$ cat config.mk
export PLATFORM = sky130hd
export DESIGN_NAME = phase_sequencer
export DESIGN_NICKNAME = d
export VERILOG_FILES = /design/src/rtl/phase_sequencer.sv
export SDC_FILE = /design/constraint.sdc
export NUM_CORES = 1
export LEC_CHECK = 0
export CORE_UTILIZATION = 45
export CTS_CLUSTER_SIZE = 12
export DETAILED_ROUTE_END_ITERATION = 12
export PLACE_DENSITY_LB_ADDON = 0.25
export SYNTH_ARGS = -nofsm -noshare
export SYNTH_HDL_FRONTEND = slang
export SYNTH_SLANG_ARGS = --single-unit
$ cat constraint.sdc
create_clock -name clock -period 2.7 [get_ports clock]
set_input_delay 0.81 -clock clock [delete_from_list [all_inputs] [get_ports clock]]
set_output_delay 0.81 -clock clock [all_outputs]
set_load 0.1 [all_outputs]
$ cat src/rtl/phase_sequencer.sv
// Instruction phase sequencer: debounces the exec pushbutton and steps the
// phase counter through RUN / STEP / IDLE / HALTED, counting completed instructions.
module phase_sequencer #(
    parameter int DEBOUNCE_CYCLES = 50000,
    parameter int NUM_PHASES      = 5,
    parameter int PHASE_W         = 3,
    parameter int CNT_W           = 16
) (
    input  logic               clock,
    input  logic               reset,
    input  logic               exec_n,
    input  logic               step_mode,
    input  logic               halt,
    output logic [PHASE_W-1:0] phase,
    output logic               running,
    output logic               halted,
    output logic               exec_pulse,
    output logic [CNT_W-1:0]   instr_count
);

    localparam int DB_W = $clog2(DEBOUNCE_CYCLES);
    localparam logic [DB_W-1:0]    DB_LAST = DB_W'(DEBOUNCE_CYCLES - 1);
    localparam logic [PHASE_W-1:0] PH_LAST = PHASE_W'(NUM_PHASES - 1);

    typedef enum logic [1:0] {S_IDLE, S_RUN, S_STEP, S_HALTED} state_t;

    state_t             r_state, w_state_nxt;
    logic               r_sync1, r_sync2, r_db, r_pulse, r_stop;
    logic [DB_W-1:0]    r_db_cnt;
    logic [PHASE_W-1:0] r_phase;
    logic [CNT_W-1:0]   r_count;
    logic               w_db_flip, w_last, w_active;

    // Debounced level flips on the DEBOUNCE_CYCLES-th consecutive differing sample.
    assign w_db_flip = (r_sync2 != r_db) && (r_db_cnt == DB_LAST);

    always_ff @(posedge clock or posedge reset) begin
        if (reset) begin
            r_sync1  <= 1'b1;
            r_sync2  <= 1'b1;
            r_db     <= 1'b1;
            r_db_cnt <= '0;
            r_pulse  <= 1'b0;
        end else begin
            r_sync1 <= exec_n;
            r_sync2 <= r_sync1;
            r_pulse <= w_db_flip & r_db;
            if (r_sync2 == r_db || w_db_flip)
                r_db_cnt <= '0;
            else
                r_db_cnt <= r_db_cnt + 1'b1;
            if (w_db_flip)
                r_db <= r_sync2;
        end
    end

    assign w_last = (r_phase == PH_LAST);

    always_ff @(posedge clock or posedge reset) begin
        if (reset) r_state <= S_IDLE;
        else       r_state <= w_state_nxt;
    end

    always_comb begin
        w_state_nxt = r_state;
        case (r_state)
            S_IDLE:   if (r_pulse) w_state_nxt = step_mode ? S_STEP : S_RUN;
            S_RUN:    if (w_last) w_state_nxt = halt ? S_HALTED : (r_stop ? S_IDLE : S_RUN);
            S_STEP:   if (w_last) w_state_nxt = halt ? S_HALTED : S_IDLE;
            default:  w_state_nxt = S_HALTED;
        endcase
    end

    always_comb begin
        w_active = 1'b0;
        running  = 1'b0;
        halted   = 1'b0;
        case (r_state)
            S_RUN, S_STEP: begin w_active = 1'b1; running = 1'b1; end
            S_HALTED:      halted = 1'b1;
            default:       ;
        endcase
    end

    // A stop request only takes effect at the wrap, so an instruction always completes.
    always_ff @(posedge clock or posedge reset) begin
        if (reset) begin
            r_phase <= '0;
            r_count <= '0;
            r_stop  <= 1'b0;
        end else begin
            if (!w_active)   r_phase <= '0;
            else if (w_last) r_phase <= '0;
            else             r_phase <= r_phase + 1'b1;

            if (w_active && w_last)
                r_count <= r_count + 1'b1;

            if (r_state != S_RUN) r_stop <= 1'b0;
            else if (w_last)      r_stop <= ~halt & ~r_stop & r_pulse;
            else                  r_stop <= r_stop | r_pulse;
        end
    end

    assign phase       = r_phase;
    assign exec_pulse  = r_pulse;
    assign instr_count = r_count;

endmodule

==> results.py <==
metrics = {
    "logic_synthesis": {
        "synth_area_um2": 1980,
        "synth_edf_count": 0,
        "synth_nets": 195,
        "synth.area.top_cells": "dfrtp_1 49%, xnor2_1 11%, ha_1 5.7%, nor2_1 4.5%, dfstp_2 4.0%",
        "synth.yosys.seq_area_share_pct": 53.2,
        "yosysTopAreaCellShare_pct": 49.2,
        "synth_warnings": 0,
        "netlist_instances": 181,
        "async_flop_share_pct": 100,
        "synth.distinct_cells": 33,
        "synth_ff_type": "dfrtp_1",
        "ys_ff_latch": 42,
        "synth_area_per_cell_um2": 11.0,
        "yosys.area.top_type": "dfrtp_1",
    },
    "critical_path": {
        "critPathCaptureType": "primary output",
        "cp_top_family": "flip-flops",
        "path_max_fanout": 6,
        "critPathRequiredTime_ns": 1.89,
        "worst-path-buf-inv": 2,
        "cp-start-kind": "flip-flop",
        "criticalPathCategory": "flip-flop to primary output",
        "worst_ep_arrival_time_ns": 1.43,
        "worstPathCellList": "inv_1 -> ha_1 -> buf_12",
        "rrSetupSlack_ns": 0.68,
        "crit_slowest_cell": "dfrtp_1",
        "cpPeakStageDelay_ns": 0.42,
    },
    "clock_tree": {
        "cts_num_sinks": 42,
        "cts_buffers": 5,
        "cts_root_buffer": "clkbuf_8",
        "post_cts_buffers": 0,
        "clk_pin_slew_worst_paths_ns": 0.08,
        "cts_max_path_buffers": 2,
        "cts_resized": 0,
        "ctsHoldBuffers": 0,
        "worstSkewPairLatency_ns": 0.30,
        "cts_tree": "built",
        "h-tree-depth": 2,
    },
    "drt": {
        "drtAntennaViolNets": 0,
        "drt-total-wl_um": 3520,
        "routed_via_density": 5.19,
        "vias": 1375,
        "drt_iter0_drc": 31,
        "drc": 0,
        "first_pass_iters": 4,
        "wl_per_cell_um": 13.3,
    },
    "final_layout": {
        "nNetsFinal": 228,
        "area_growth_pct": 19.5,
        "antenna_cells": 0,
        "post-route-util_pct": 57.6,
        "drive_above_1_share_pct": 19.5,
        "layout_commonest_cell": "dfrtp_1",
        "layout_common_cells": "39 x dfrtp_1, 26 x xnor2_1, 24 x nor2_1",
    },
    "floorplan": {
        "pin_count": 27,
        "start_util_pct": 48.2,
        "die_area_um2": 4680,
        "num_rows": 23,
        "core_area_um2": 4120,
        "fp.dieH_um": 68.4,
        "die_w_um": 68.4,
    },
    "power": {
        "power_mw": 1.16,
        "ir_drop_uv": 325,
        "powerDensity_nw_per_um2": 490,
        "leakage_nw": 1.07,
    },
    "hold_path": {
        "hold_path_class": "flip-flop to flip-flop",
    },
    "flow_run": {
        "drv_cap": 0,
    },
    "global_route": {
        "grt_max_degree": 43,
        "antenna_found_initial": 0,
        "grt_pass1_vias": 1304,
        "gr-usage-all-layers_pct": 17.2,
        "grt_pass1_wl_um": 5710,
        "grt-ovfl-total": 0,
    },
    "placement": {
        "place_ws_ns": 0.612,
        "portBuffers": 26,
        "gp_congestion": 0.792,
        "dpl.hpwl_um": 2490,
    },
    "timing": {
        "slew_viol_final": 0,
        "min_period_ns": 2.24,
        "setup_ws_ns": 0.459,
        "hold_violations": 0,
        "relSlewSlack_pct": 65.8,
        "worstMarginPinSlew_ns": 0.514,
        "setup_viol": 0,
        "final.setup.tns_ns": 0,
        "fmax_mhz": 446,
        "finClkSkew_ns": 0.00879,
        "finalCritPeriodShare_pct": 83.0,
        "rsz0062_at_grt": "no",
    },
    "status": {
        "status": "finished clean",
    },
}
-- through the flow --
step / instances / hold slack (ns) / instance area (µm²)
finish: 265 / 0.358 / 2370
global route: 265 / 0.367 / 2370
CTS: 265 / 0.360 / 2370
detailed placement: 257 / 0.348 / 2260
global placement: 257 / 0.347 / 2260
floorplan: 181 / 0.345 / 1980
-- worst paths after layout --
| kind | startpoint | end | depth (start not counted) |
|---|---|---|---|
| min in group asynchronous | reset | instr_count[0]$_DFFE_PP0P_ | 3 |
| max in group asynchronous | reset | r_db$_DFFE_PP1P_ | 3 |
| worst max-delay path | r_state[0]$_DFFE_PP0P_ | running | 3 |
| worst min-delay path | r_sync1$_DFF_PP1_ | r_sync2$_DFF_PP1_ | 0 |
| worst max register to register | r_state[0]$_DFFE_PP0P_ | instr_count[12]$_DFFE_PP0P_ | 6 |
| worst min register to register | r_sync1$_DFF_PP1_ | r_sync2$_DFF_PP1_ | 0 |
-- logic make-up after synthesis --
kind of cell	share of synthesized area, %
buf+inv	2.84
flops	53.2
simple gates	19.7
compound gates	2.40
xor+xnor	13.2
fa+ha+maj	5.68
mux	2.96
-- synthesized netlist by cell type (all sizes together) (2+ instances only) --
| cell type | n |
|---|---|
| dfrtp | 39 |
| xnor2 | 26 |
| nor2 | 24 |
| nand3 | 13 |
| inv | 12 |
| nand2 | 10 |
| ha | 9 |
| nand4 | 9 |
| mux2 | 4 |
| nor4 | 4 |
| xor2 | 4 |
| and3 | 3 |
| dfstp | 3 |
| nor3 | 3 |
| a21oi | 2 |
| o21ai | 2 |
| or4 | 2 |
-- final cells by class --
class | instances | area (µm²)
Fill cell | 348 | 1750
Sequential cell | 42 | 1050
Multi-Input combinational cell | 126 | 872
Timing Repair Buffer | 27 | 225
Clock buffer | 6 | 72.6
Tap cell | 50 | 62.6
Inverter | 12 | 45.0
Clock inverter | 2 | 37.5
-- metal layers --
layer,up-vias,track usage [%],part of all wire (%)
met4,0,7.03,1.6
met3,7,5.00,3.6
li1,680,-,-
met5,-,0,0
met2,25,30.8,50
met1,663,18.9,45
-- flip-flops by register name (all words and copies together) (netlist names) --
| signal | flops |
|---|---|
| exec_pulse | 1 |
| instr_count | 16 |
| phase | 3 |
| r_db | 1 |
| r_db_cnt | 16 |
| r_state | 2 |
| r_stop | 1 |
| r_sync1 | 1 |
| r_sync2 | 1 |
-- where the power goes --
group	leakage, nW	switching [mW]	total (mW)	internal (mW)
registers	0.574	0.00435	0.639	0.635
logic	0.445	0.0207	0.0326	0.0119
clock network	0.0514	0.214	0.490	0.276
No activity file was read; power rests on OpenSTA's default activity.
